[config.mk]
export PLATFORM = sky130hd
export DESIGN_NAME = dfx_decouple_ctrl
export DESIGN_NICKNAME = d
export VERILOG_FILES = /design/src/rtl/dfx_pkg.sv /design/src/rtl/dfx_outstanding_cnt.sv /design/src/rtl/dfx_decouple_ctrl.sv
export SDC_FILE = /design/constraint.sdc
export NUM_CORES = 1
export LEC_CHECK = 0
export CELL_PAD_IN_SITES_DETAIL_PLACEMENT = 1
export CELL_PAD_IN_SITES_GLOBAL_PLACEMENT = 2
export CORE_MARGIN = 2
export CORE_UTILIZATION = 36
export DETAILED_ROUTE_END_ITERATION = 16
export PLACE_DENSITY = 0.88
export SYNTH_ARGS = -nofsm -noshare
export SYNTH_HDL_FRONTEND = slang
export SYNTH_HIERARCHICAL = 1
export SYNTH_SLANG_ARGS = --single-unit
[constraint.sdc]
create_clock -name clk_i -period 3.59 [get_ports clk_i]
set_input_delay 0.8975 -clock clk_i [delete_from_list [all_inputs] [get_ports clk_i]]
set_output_delay 0.8975 -clock clk_i [all_outputs]
set_load 0.01 [all_outputs]
[src/rtl/dfx_pkg.sv]
// Shared definitions for the DFX decoupler sequencer on the RP AXI4 port.
package dfx_pkg;

    typedef enum logic [2:0] {
        COUPLED,
        DRAIN,
        ISOLATE,
        DECOUPLED,
        RECOUPLE
    } dfx_state_e;

    // Response code the decoupler returns for transactions it absorbs.
    localparam logic [1:0] RespSlverr = 2'b10;

endpackage

[src/rtl/dfx_outstanding_cnt.sv]
// Up/down counter that saturates at both ends, optionally two's-complement signed.
module dfx_outstanding_cnt #(
    parameter int Width  = 8,
    parameter bit Signed = 1'b0
) (
    input  logic clk_i,
    input  logic rst_i,
    input  logic en_i,
    input  logic inc_i,
    input  logic dec_i,
    output logic zero_o,
    output logic atMaxNext_o
);

    localparam logic [Width-1:0] MaxVal = Signed ? {1'b0, {(Width-1){1'b1}}} : {Width{1'b1}};
    localparam logic [Width-1:0] MinVal = Signed ? {1'b1, {(Width-1){1'b0}}} : {Width{1'b0}};
    localparam logic [Width-1:0] One    = Width'(1);

    logic [Width-1:0] count_q;
    logic [Width-1:0] count_d;

    // Step the count unless inc and dec coincide, frozen, or already at a limit.
    always_comb begin
        count_d = count_q;
        if (en_i && inc_i && !dec_i && (count_q != MaxVal)) begin
            count_d = count_q + One;
        end else if (en_i && dec_i && !inc_i && (count_q != MinVal)) begin
            count_d = count_q - One;
        end
    end

    // Count register.
    always_ff @(posedge clk_i or posedge rst_i) begin
        if (rst_i) begin
            count_q <= '0;
        end else begin
            count_q <= count_d;
        end
    end

    assign zero_o      = (count_q == '0);
    // Looks at the next value so a registered block can close the port before a further fire.
    assign atMaxNext_o = (count_d == MaxVal);

endmodule

[src/rtl/dfx_decouple_ctrl.sv]
// Drains the RP AXI4 port before asserting decouple, and reopens it after recoupling.
module dfx_decouple_ctrl
    import dfx_pkg::*;
#(
    parameter int CntWidth     = 8,
    parameter int DrainTimeout = 0
) (
    input  logic clk_i,
    input  logic rst_i,
    input  logic decouple_req_i,
    input  logic aw_valid_i,
    input  logic aw_ready_i,
    input  logic w_valid_i,
    input  logic w_ready_i,
    input  logic w_last_i,
    input  logic b_valid_i,
    input  logic b_ready_i,
    input  logic ar_valid_i,
    input  logic ar_ready_i,
    input  logic r_valid_i,
    input  logic r_ready_i,
    input  logic r_last_i,
    output logic block_aw_o,
    output logic block_ar_o,
    output logic decouple_o,
    input  logic decouple_status_i,
    output logic decoupled_o,
    output logic busy_o,
    output logic drain_timeout_o
);

    localparam int TmrWidth = (DrainTimeout > 1) ? $clog2(DrainTimeout) : 1;
    localparam logic [TmrWidth-1:0] TmrLast = TmrWidth'((DrainTimeout > 0) ? (DrainTimeout - 1) : 0);
    localparam logic [TmrWidth-1:0] TmrOne  = TmrWidth'(1);

    dfx_state_e state_q, state_d;
    logic [TmrWidth-1:0] tmr_q, tmr_d;
    logic blockAw_q, blockAr_q, decouple_q, decoupled_q, busy_q, timeout_q;
    logic timeoutFire;

    logic awFire, wLastFire, bFire, arFire, rLastFire;
    logic cntEn;
    logic wrZero, rdZero, balZero;
    logic wrAtMax, rdAtMax, balAtMax;
    logic quiescent, timeoutHit;

    assign awFire    = aw_valid_i & aw_ready_i;
    assign wLastFire = w_valid_i & w_ready_i & w_last_i;
    assign bFire     = b_valid_i & b_ready_i;
    assign arFire    = ar_valid_i & ar_ready_i;
    assign rLastFire = r_valid_i & r_ready_i & r_last_i;

    // Traffic reaching the isolated RP is absorbed by the decoupler, so it is not counted.
    assign cntEn = !decouple_q && (state_q != RECOUPLE);

    dfx_outstanding_cnt #(.Width(CntWidth), .Signed(1'b0)) u_wr_cnt (
        .clk_i       (clk_i),
        .rst_i       (rst_i),
        .en_i        (cntEn),
        .inc_i       (awFire),
        .dec_i       (bFire),
        .zero_o      (wrZero),
        .atMaxNext_o (wrAtMax)
    );

    dfx_outstanding_cnt #(.Width(CntWidth), .Signed(1'b0)) u_rd_cnt (
        .clk_i       (clk_i),
        .rst_i       (rst_i),
        .en_i        (cntEn),
        .inc_i       (arFire),
        .dec_i       (rLastFire),
        .zero_o      (rdZero),
        .atMaxNext_o (rdAtMax)
    );

    // Goes negative when W data leads its AW.
    dfx_outstanding_cnt #(.Width(CntWidth + 1), .Signed(1'b1)) u_wbal_cnt (
        .clk_i       (clk_i),
        .rst_i       (rst_i),
        .en_i        (cntEn),
        .inc_i       (awFire),
        .dec_i       (wLastFire),
        .zero_o      (balZero),
        .atMaxNext_o (balAtMax)
    );

    assign quiescent  = wrZero && rdZero && balZero && !w_valid_i;
    assign timeoutHit = (DrainTimeout != 0) && (tmr_q == TmrLast);

    // Next-state selection; a drained port wins over an abort, an abort wins over a timeout.
    always_comb begin
        state_d     = state_q;
        timeoutFire = 1'b0;
        case (state_q)
            COUPLED: begin
                if (decouple_req_i) state_d = DRAIN;
            end
            DRAIN: begin
                if (quiescent) begin
                    state_d = ISOLATE;
                end else if (!decouple_req_i) begin
                    state_d = COUPLED;
                end else if (timeoutHit) begin
                    state_d     = ISOLATE;
                    timeoutFire = 1'b1;
                end
            end
            ISOLATE: begin
                if (decouple_status_i) state_d = DECOUPLED;
            end
            DECOUPLED: begin
                if (!decouple_req_i) state_d = RECOUPLE;
            end
            RECOUPLE: begin
                if (!decouple_status_i) state_d = COUPLED;
            end
            default: state_d = COUPLED;
        endcase
        tmr_d = ((state_q == DRAIN) && (state_d == DRAIN)) ? (tmr_q + TmrOne) : '0;
    end

    // State, drain timer and registered outputs, all derived from the next state.
    always_ff @(posedge clk_i or posedge rst_i) begin
        if (rst_i) begin
            state_q     <= COUPLED;
            tmr_q       <= '0;
            blockAw_q   <= 1'b0;
            blockAr_q   <= 1'b0;
            decouple_q  <= 1'b0;
            decoupled_q <= 1'b0;
            busy_q      <= 1'b0;
            timeout_q   <= 1'b0;
        end else begin
            state_q     <= state_d;
            tmr_q       <= tmr_d;
            blockAw_q   <= (state_d != COUPLED) || wrAtMax || balAtMax;
            blockAr_q   <= (state_d != COUPLED) || rdAtMax;
            decouple_q  <= (state_d == ISOLATE) || (state_d == DECOUPLED);
            decoupled_q <= (state_d == DECOUPLED);
            busy_q      <= (state_d != COUPLED) && (state_d != DECOUPLED);
            if ((state_q == COUPLED) && (state_d == DRAIN)) begin
                timeout_q <= 1'b0;
            end else if (timeoutFire) begin
                timeout_q <= 1'b1;
            end
        end
    end

    assign block_aw_o      = blockAw_q;
    assign block_ar_o      = blockAr_q;
    assign decouple_o      = decouple_q;
    assign decoupled_o     = decoupled_q;
    assign busy_o          = busy_q;
    assign drain_timeout_o = timeout_q;

endmodule

== Yosys cells after proc, flatten, opt, wreduce, memory -nomap -nowiden ==
Index checks and enable logic that the tools add are counted.

* Register bits after elaboration: 34
* Bits in latches: 0
* RAM bits: 0
* Memory bits (read-only): 0
* Input port bits: 16
* Output and inout port bits: 6
* Logic and storage cells: 94
* Memories: 0

* $add $sub $neg: 6
* Multipliers: 0
* Div/mod/pow operators: 0
* $lt $le $gt $ge: 0
* Eq/ne operators: 16
* Shift operators: 0
* Muxes and demuxes: 14
* Bitwise logic cells: 7
* Reductions and logical operators: 41

{| class="wikitable"
|+ Operators by type and width
! operator !! count
|-
| $mux 8 || 4
|-
| $logic_and 1x1->1 || 23
|-
| $mux 3 || 6
|-
| $mux 9 || 2
|-
| $add 8x1->8 const B || 2
|-
| $eq 8x8->1 const B || 2
|-
| $logic_not 8->1 || 2
|-
| $ne 8x8->1 const B || 2
|-
| $reduce_bool 8->1 || 2
|-
| $sub 8x1->8 const B || 2
|-
| $pmux 3 s5 || 1
|-
| $eq 3x2->1 const B || 4
|-
| $add 9x1->9 const B || 1
|-
| $eq 9x8->1 const B || 1
|-
| $logic_not 9->1 || 1
|-
| $ne 9x8->1 const B || 1
|-
| $ne 9x9->1 const B || 1
|-
| $sub 9x1->9 const B || 1
|-
| $and 1x1->1 || 7
|-
| $logic_not 1->1 || 7
|-
| $eq 3x1->1 const B || 2
|-
| $logic_or 1x1->1 || 4
|-
| $eq 3x3->1 const B || 1
|-
| $logic_not 3->1 || 1
|-
| other kinds (4) || 4
|}

== Depth between registers and ports, before layout ==
Gate-level depths: netlist of the first run.

* Depth in word-level cells: 10
* Gate-level depth with buffers: 12
* Mapped depth without buffers: 12

== Hierarchy ==
Netlist of the first run, hierarchy kept.

{| class="wikitable"
|+ Modules (own cells, without submodules)
! module !! instances !! cells each !! area each (um^2) !! sequential area each (um^2)
|-
| dfx_outstanding_cnt at u_rd_cnt ... || 2 || 79 || 705.7 || 200.2
|-
| dfx_outstanding_cnt at u_wbal_cnt || 1 || 76 || 671.9 || 225.2
|-
| dfx_decouple_ctrl || 1 || 42 || 410.4 || 200.2
|}

== Worst setup path before layout of the first run ==
No wires, ideal clock.

* Path kind: reg2reg
* Start: reg state_q[2]
* End: reg blockAw_q, in the netlist block_aw_o
* Setup time: 0.135 ns
* Arrival time: 2.420 ns
* Data required time: 3.455 ns
* Setup slack: 1.035 ns
* Cell stages (with the launch flop): 11
* Path buffers: 1
* Clock period less this slack: 2.555 ns
* Cell sequence: dfrtp_1 > clkbuf_1 > a31oi_1 > and3b_1 > o21ai_2 > o21a_2 > and3_2 > nor3_1 > and4bb_1 > nor2_1 > o21ai_1

* Cells in the longest elaborated chain, start to end: 10
* Elaborated cells on any way between the ends: 34
* Those cells by class: eq/ne: 7; mux: 11; reduce/logical: 16

{| class="wikitable"
|+ Ends and longest elaborated chain
! element !! RTL line !! text
|-
| start: declaration || dfx_decouple_ctrl.sv:36 || <nowiki>dfx_state_e state_q, state_d;</nowiki>
|-
| start signal: assignment || dfx_decouple_ctrl.sv:134 || <nowiki>state_q <= state_d;</nowiki>
|-
| $ne 3x3->1 * || dfx_decouple_ctrl.sv:54 || <nowiki>assign cntEn = !decouple_q && (state_q != RECOUPLE);</nowiki>
|-
| $logic_and 1x1->1 * || dfx_decouple_ctrl.sv:54 ||
|-
| named net cntEn || dfx_decouple_ctrl.sv:42 || <nowiki>logic cntEn;</nowiki>
|-
| $logic_and 1x1->1 (3 in series) || dfx_outstanding_cnt.sv:27 || <nowiki>end else if (en_i && dec_i && !inc_i && (count_q != MinVal)) begin</nowiki>
|-
| $mux 8 || dfx_outstanding_cnt.sv:27 ||
|-
| $mux 8 * || dfx_outstanding_cnt.sv:25 || <nowiki>if (en_i && inc_i && !dec_i && (count_q != MaxVal)) begin</nowiki>
|-
| $eq 8x8->1 * || dfx_outstanding_cnt.sv:43 || <nowiki>assign atMaxNext_o = (count_d == MaxVal);</nowiki>
|-
| named net wrAtMax || dfx_decouple_ctrl.sv:44 || <nowiki>logic wrAtMax, rdAtMax, balAtMax;</nowiki>
|-
| $logic_or 1x1->1 * (2 in series) || dfx_decouple_ctrl.sv:136 || <nowiki>blockAw_q <= (state_d != COUPLED) || wrAtMax || balAtMax;</nowiki>
|-
| end signal: assignment || dfx_decouple_ctrl.sv:136 ||
|-
| end: declaration || dfx_decouple_ctrl.sv:38 || <nowiki>logic blockAw_q, blockAr_q, decouple_q, decoupled_q, busy_q, timeout_q;</nowiki>
|}

The timed path passes the listed nets; every way through them passes the cells marked *.
A chain may end at the register's enable or synchronous reset.

== Worst setup path after layout of the first run ==
* Start: in aw_valid_i
* End: reg blockAw_q, in the netlist block_aw_o

* Cells in the longest elaborated chain, start to end: 9
* Elaborated cells on any way between the ends: 19
* Those cells by class: eq/ne: 2; mux: 4; bitwise: 1; reduce/logical: 12

{| class="wikitable"
|+ Ends and longest elaborated chain
! element !! RTL line !! text
|-
| start: declaration || dfx_decouple_ctrl.sv:11 || <nowiki>input logic aw_valid_i,</nowiki>
|-
| $and 1x1->1 * || dfx_decouple_ctrl.sv:47 || <nowiki>assign awFire = aw_valid_i & aw_ready_i;</nowiki>
|-
| named net awFire || dfx_decouple_ctrl.sv:41 || <nowiki>logic awFire, wLastFire, bFire, arFire, rLastFire;</nowiki>
|-
| $logic_not 1->1 || dfx_outstanding_cnt.sv:27 ||
|-
| $logic_and 1x1->1 (2 in series) || dfx_outstanding_cnt.sv:27 ||
|-
| $mux 8 || dfx_outstanding_cnt.sv:27 ||
|-
| $mux 8 * || dfx_outstanding_cnt.sv:25 ||
|-
| $eq 8x8->1 * || dfx_outstanding_cnt.sv:43 ||
|-
| named net wrAtMax || dfx_decouple_ctrl.sv:44 ||
|-
| $logic_or 1x1->1 * (2 in series) || dfx_decouple_ctrl.sv:136 ||
|}

Marks and branches as above.

==> results.sh, run 1 <==
export IMPL_synthFlopType="dfrtp_1"
export IMPL_syn_instance_count=276
export IMPL_finalClockSkew_ps=5.687
export IMPL_core_sq_mm=0.006756
export IMPL_synthMuxAreaShare_pct=0.8028
export IMPL_antenna_cells=0
export IMPL_grt_busiest_layer="met2"
export IMPL_seq_area_frac_synth_pct=33.12
export IMPL_syn_nets=301
export IMPL_slowest_stage="clkdlybuf4s50_1"
export IMPL_arrival_ps=3260
export IMPL_grt_pass1_vias=2208
export IMPL_initial_utilization_pct=36.91
export IMPL_fmax_mhz=322.0
export IMPL_nets=320
export IMPL_die_h_um=87.23
export IMPL_cts_resized=0
export IMPL_cts_hold_buf=0
export IMPL_drive_gt1_share_pct=10.81
export IMPL_dr_total_vias=2154
export IMPL_synth_avg_cell_area_sq_um=9.035
export IMPL_regArea_sq_um=825.8
export IMPL_startpoint_type="input port"
export IMPL_slowest_delay_ps=450
export IMPL_place_hpwl_um=4757
export IMPL_clk_latency_ps=290
export IMPL_yosysTopAreaCellShare_pct=33.12
export IMPL_numPortBuffers=20
export IMPL_multiInputGateArea_sq_mm=0.001530
export IMPL_ant_nets=0
export IMPL_synth_compound_area_share_pct=21.48
export IMPL_grt_max_degree=14
export IMPL_syn_area_sq_mm=0.002494
export IMPL_pre_cts_slack_ps=171.0
export IMPL_clk_pin_slew_ps=70
export IMPL_end_kind="flop"
export IMPL_critPathMaxFanout=9
export IMPL_routed_via_density=5.729
export IMPL_layout_setup_ws_ps=484.0
export IMPL_status="complete, no violations"
export IMPL_path_class="input port to flop"
export IMPL_firstDrtPassIters=4
export IMPL_path_cells="clkdlybuf4s50_1 -> and2_1 -> and3b_1 -> o21ai_2 -> o21a_2 -> and3_2 -> nor3_1 -> and4bb_1 -> nor2_1 -> o21ai_1"
export IMPL_synth_edff_count=0
export IMPL_yosysTopAreaCell="dfrtp_1"
export IMPL_ys_seq_elements=33
export IMPL_antenna_found_initial=0
export IMPL_peakVddDrop_mv=0.3233
export IMPL_synth_simple_gate_area_share_pct=28.45
export IMPL_synthArstFlopShare_pct=100.0
export IMPL_io_pins=22
export IMPL_grt_pass1_wl_um=10900
export IMPL_synth_cell_types=59
export IMPL_synth_common_cells="dfrtp_1 (33), nand2_1 (22), inv_1 (18), nor2_1 (18), nand3_1 (15)"
export IMPL_power_total_mw=1.776
export IMPL_grt_usage_pct=18.08
export IMPL_die_w_um=87.23
export IMPL_rsz0062_at_grt="no"
export IMPL_synth_top_family_by_area="simple AND/OR/NAND/NOR gates"
export IMPL_wl_um=6269
export IMPL_synthAdderAreaFrac_pct=4.516
export IMPL_fin_setup_tns_ps=0
export IMPL_fin_crit_ps=3106
export IMPL_dieArea_sq_mm=0.007608
export IMPL_p_leak_nw=1.144
export IMPL_drv_cap=0
export IMPL_area_growth_pct=12.84
export IMPL_setup_viol=0
export IMPL_gr_usage_met3_pct=3.602
export IMPL_cts_tree="built"
export IMPL_met2_usage_pct=29.08
export IMPL_cts_sinks=33
export IMPL_gp_congestion=0.8106
export IMPL_h_tree_depth=2
export IMPL_hold_violations=0
export IMPL_yosys_warnings=6
export IMPL_critical_path_required_ps=3740
export IMPL_nFillCells=790
export IMPL_power_density_mw_per_mm2=631.3
export IMPL_gr_total_overflow=0
export IMPL_maxSlewViolCount=0
export IMPL_cts_buffer_depth=2
export IMPL_synth_xor_area_share_pct=5.971
export IMPL_drtIter0Drc=115
export IMPL_finalCritPeriodShare_pct=86.52
export IMPL_numCtsBuffers=5
export IMPL_post_cts_buffers=0
export IMPL_hp_class="flop to flop"
export IMPL_drc=0
export IMPL_root_buffer="clkbuf_8"
export IMPL_placementRows=30
export IMPL_grt_use_met1_pct=24.71
export IMPL_netlist_top_cells_area="dfrtp_1 (33%), ha_1 (4.5%), nand2_1 (3.3%)"
export IMPL_post_drt_wl_per_cell_um=16.67
export IMPL_yosysMostFrequentCell="dfrtp_1"
-- per-layer routing --
| layer | part of all wire [%] | vias to the layer above | wire (um) |
|---|---|---|---|
| met3 | 2.6 | 7 | 166 |
| met2 | 48 | 24 | 2979 |
| met1 | 49 | 1071 | 3043 |
| li1 | - | 1052 | - |
| met5 | 0 | - | 0 |
| met4 | 1.3 | 0 | 80 |
-- report_power, final --
group,internal (mW),switching (mW)
clock,0.135,0.145
sequential,0.504,0.250
combinational,0.326,0.417
-- path summary, 6_finish.rpt --
check                                            from                     to  slack, ps  cells after the start
worst max-delay path                       aw_valid_i             block_aw_o        480                     10
worst min register to register  u_wbal_cnt/count_q[6]  u_wbal_cnt/count_q[6]        580                      1
worst max register to register  u_wbal_cnt/count_q[2]             block_aw_o        820                     12
min in group asynchronous                       rst_i             state_q[0]        980                      2
max in group asynchronous                       rst_i    u_wr_cnt/count_q[7]       2320                      2
worst min-delay path            u_wbal_cnt/count_q[6]  u_wbal_cnt/count_q[6]        580                      1
-- critical path, delay by kind of cell --
family | cells | cell delay (ps)
and+or+nand+nor | 6 | 1430
AOI/OAI and AO/OA | 3 | 480
buffers and inverters | 1 | 450
-- per-stage QoR --
stage | cell area, sq um | util [%] | hold slack, ps | instances
floorplan | 2494 | - | 498.4 | 276
global placement | 2731 | 40.43 | 537.2 | 368
detailed placement | 2731 | 40.43 | 564.6 | 368
CTS | 2814 | 41.65 | 576.5 | 376
global route | 2814 | 41.65 | 589.6 | 376
finish | 2814 | 41.65 | 575.0 | 376
-- cell families after synthesis --
| family | Yosys count |
|---|---|
| flip-flops | 33 |
| buffers and inverters | 27 |
| adder cells (fa/ha/maj) | 9 |
| multiplexers | 2 |
| AO/OA/AOI/OAI | 66 |
| other | 1 |
| AND/OR/NAND/NOR | 121 |
| XOR/XNOR | 17 |
-- sequential cells by signal, indices dropped and copies added, names as in the netlist --
name and count:
state_q 3, block_ar_o 1, u_wbal_cnt/count_q 9, decoupled_o 1, u_wr_cnt/count_q 8, decouple_o 1, busy_o 1, block_aw_o 1
u_rd_cnt/count_q 8
-- layout by cell type, fill, tap and decap left out, types with 3 or more instances in the layout --
cell / Yosys / layout
and3_1: 4 / 4
a21oi_1: 14 / 14
o21ai_0: 5 / 5
clkbuf_8: 0 / 5
nor4_1: 3 / 3
inv_1: 18 / 18
o21bai_1: 3 / 3
nor3_1: 11 / 11
or3_1: 4 / 4
a311oi_1: 3 / 3
xnor2_1: 9 / 9
o32ai_1: 5 / 5
o21a_1: 3 / 3
nor2_1: 18 / 18
ha_1: 9 / 9
nand4_1: 3 / 3
xor2_1: 8 / 8
clkdlybuf4s50_1: 0 / 20
nand3b_1: 6 / 6
and2_1: 5 / 5
a31oi_1: 7 / 7
dfrtp_1: 33 / 33
nor2b_1: 4 / 4
nor3b_1: 4 / 4
nand2_1: 22 / 22
and4bb_2: 3 / 3
nand2b_1: 3 / 3
nand3_1: 15 / 15
and3b_1: 5 / 5
-- cell type report --
type                       instances  area share, %
tap                               80          3.557
clock buffer                       6          2.579
clock inverter                     2         0.3557
inverter                          18          2.401
multi-input combinational        216          54.38
sequential                        33          29.35
timing repair buffer              21          7.381
(Power assumes the default switching activity.)
==> run 2, diff against run 1 <==
Settings changed: ABC_CLOCK_PERIOD_IN_PS from default to 3590, CTS_CLUSTER_SIZE from default to 16.
==> results of run 2 <==
Final layout, timing and power as in run 1 (identical DEF).
==> run 3, diff against run 2 <==
Settings changed: CORE_ASPECT_RATIO from default to 1.2.
==> run 3 against run 2 <==
Net effect:
- clock skew up 3.4 ps
- power up 4.8%
- via count down 1.5%
- register-to-register slack better by 40 ps
- sequential share of layout area down 0.44 points
- first-iteration DRC count down 62%
- flip-flop and latch count unchanged
- routed wire length down 1.1%
- worst hold slack worse by 18 ps
- maximum frequency up 3.3%
==> results.sh, run 3 (same netlist as run 1, synthesis figures left out) <==
export IMPL_cp_startpoint="aw_ready_i"
export IMPL_antenna_found_initial=0
export IMPL_grt_usage_pct=17.80
export IMPL_fmax_mhz=332.7
export IMPL_drtIter0Drc=44
export IMPL_clk_pin_slew_ps=70
export IMPL_switching_share_pct=43.18
export IMPL_numPortBuffers=20
export IMPL_power_total_mw=1.861
export IMPL_multiInputGateArea_sq_mm=0.001530
export IMPL_routed_via_density=5.538
export IMPL_io_pins=22
export IMPL_grt_pass1_wl_um=10680
export IMPL_whs_ps=557.3
export IMPL_arrival_ps=3160
export IMPL_dr_total_vias=2121
export IMPL_cts_sinks=33
export IMPL_fin_crit_ps=3006
export IMPL_status="complete, no violations"
export IMPL_tightestPinTransition_ps=539.0
export IMPL_cts_tree="built"
export IMPL_cts_hold_buf=0
export IMPL_p_leak_nw=1.158
export IMPL_finalClockSkew_ps=9.060
export IMPL_drv_cap=0
export IMPL_post_drt_wl_per_cell_um=16.18
export IMPL_gr_total_overflow=0
export IMPL_die_w_um=79.98
export IMPL_reg_top3="u_wbal_cnt/count_q: 9 flops, u_rd_cnt/count_q: 8 flops, u_wr_cnt/count_q: 8 flops"
export IMPL_layout_cells_non_filler=383
export IMPL_end_kind="flop"
export IMPL_firstDrtPassIters=4
export IMPL_internal_power_mw=1.058
export IMPL_grt_max_degree=14
export IMPL_fin_setup_tns_ps=0
export IMPL_gp_congestion=0.8045
export IMPL_top_register="u_wbal_cnt/count_q"
export IMPL_place_hpwl_um=4778
export IMPL_placementRows=33
export IMPL_hp_start="u_wbal_cnt/count_q[6]"
export IMPL_nets=320
export IMPL_critPathMaxFanout=9
export IMPL_cts_resized=0
export IMPL_drc=0
export IMPL_final_common_cell="dfrtp_1"
export IMPL_maxSlewViolCount=0
export IMPL_area_growth_pct=14.55
export IMPL_grt_pass1_vias=2225
export IMPL_post_cts_buffers=0
export IMPL_core_sq_mm=0.006771
export IMPL_die_h_um=95.17
export IMPL_antenna_cells=0
export IMPL_clkPwrFrac_pct=19.8
export IMPL_p_comb_share_pct=39.9
export IMPL_p_seq_share_pct=40.3
export IMPL_cts_buffer_depth=2
export IMPL_hp_class="flop to flop"
export IMPL_slew_headroom_pct=63.74
export IMPL_regArea_sq_um=825.8
export IMPL_largest_register_ffs=9
export IMPL_clk_latency_ps=280
export IMPL_rsz0062_at_grt="no"
export IMPL_critical_path_required_ps=3740
export IMPL_root_buffer="clkbuf_8"
export IMPL_p_sw_uw=803.8
export IMPL_mostFrequentLayoutCells="dfrtp_1 (33), nand2_1 (22), clkdlybuf4s50_1 (20)"
export IMPL_dp_cells=375
export IMPL_dieArea_sq_mm=0.007611
export IMPL_nFillCells=805
export IMPL_r2r_start="u_wbal_cnt/count_q[3]"
export IMPL_hold_violations=0
export IMPL_path_class="input port to flop"
export IMPL_ant_nets=0
export IMPL_wl_um=6197
export IMPL_setup_viol=0
export IMPL_finalCritPeriodShare_pct=83.73
export IMPL_peakVddDrop_mv=0.2008
export IMPL_h_tree_depth=2
export IMPL_initial_utilization_pct=36.83
export IMPL_startpoint_type="input port"
export IMPL_drive_gt1_share_pct=10.81
export IMPL_power_density_mw_per_mm2=651.6
export IMPL_numCtsBuffers=5
==> run 3: through the flow <==
stage	instance area (sq um)	util [%]	setup WS, ps
floorplan	2494	-	1035
detailed placement	2740	40.47	363.1
global placement	2740	40.47	384.9
global route	2856	42.18	453.3
finish	2856	42.18	584.3
CTS	2856	42.18	592.8
==> run 3: critical path: stages <==
cell,delay (ps)
clkdlybuf4s50_1,450
and2_1,250
and3b_1,310
o21ai_2,150
o21a_2,250
and3_2,210
nor3_1,200
and4bb_1,260
nor2_1,110
o21ai_1,70
==> run 3: path summary, 6_finish.rpt <==
path,endpoint,depth (start not counted),slack (ps)
max,block_aw_o,10,580
min,u_wbal_cnt/count_q[6],1,560
max reg2reg,block_aw_o,12,860
min reg2reg,u_wbal_cnt/count_q[6],1,560
max in group asynchronous,u_wbal_cnt/count_q[2],2,2310
min in group asynchronous,state_q[1],2,980
==> run 3: layout make-up <==
cell class                 count  share of cell area (%)
clock buffer                   7                   3.022
clock inverter                 1                   1.051
inverter                      18                   2.365
multi-input combinational    216                   53.57
sequential                    33                   28.91
tap                           87                   3.811
timing repair buffer          21                   7.271
==> run 3: metal layers <==
metal | GRT usage, % | vias to the layer above | share of wire (%)
met2 | 31.67 | 24 | 52
met5 | 0 | - | 0
met1 | 22.47 | 1033 | 45
met3 | 2.178 | 6 | 1.3
met4 | 5.226 | 0 | 0.86
li1 | - | 1058 | -
==> run 3: power by group through the flow <==
stage	clock network, mW	registers [mW]	logic, mW
2_1_floorplan	0	0.642	0.679
3_3_place_gp	0	0.750	0.721
3_5_place_dp	0	0.753	0.742
4_1_cts	0.384	0.750	0.750
5_1_grt	0.406	0.784	0.839
6_report	0.369	0.750	0.743
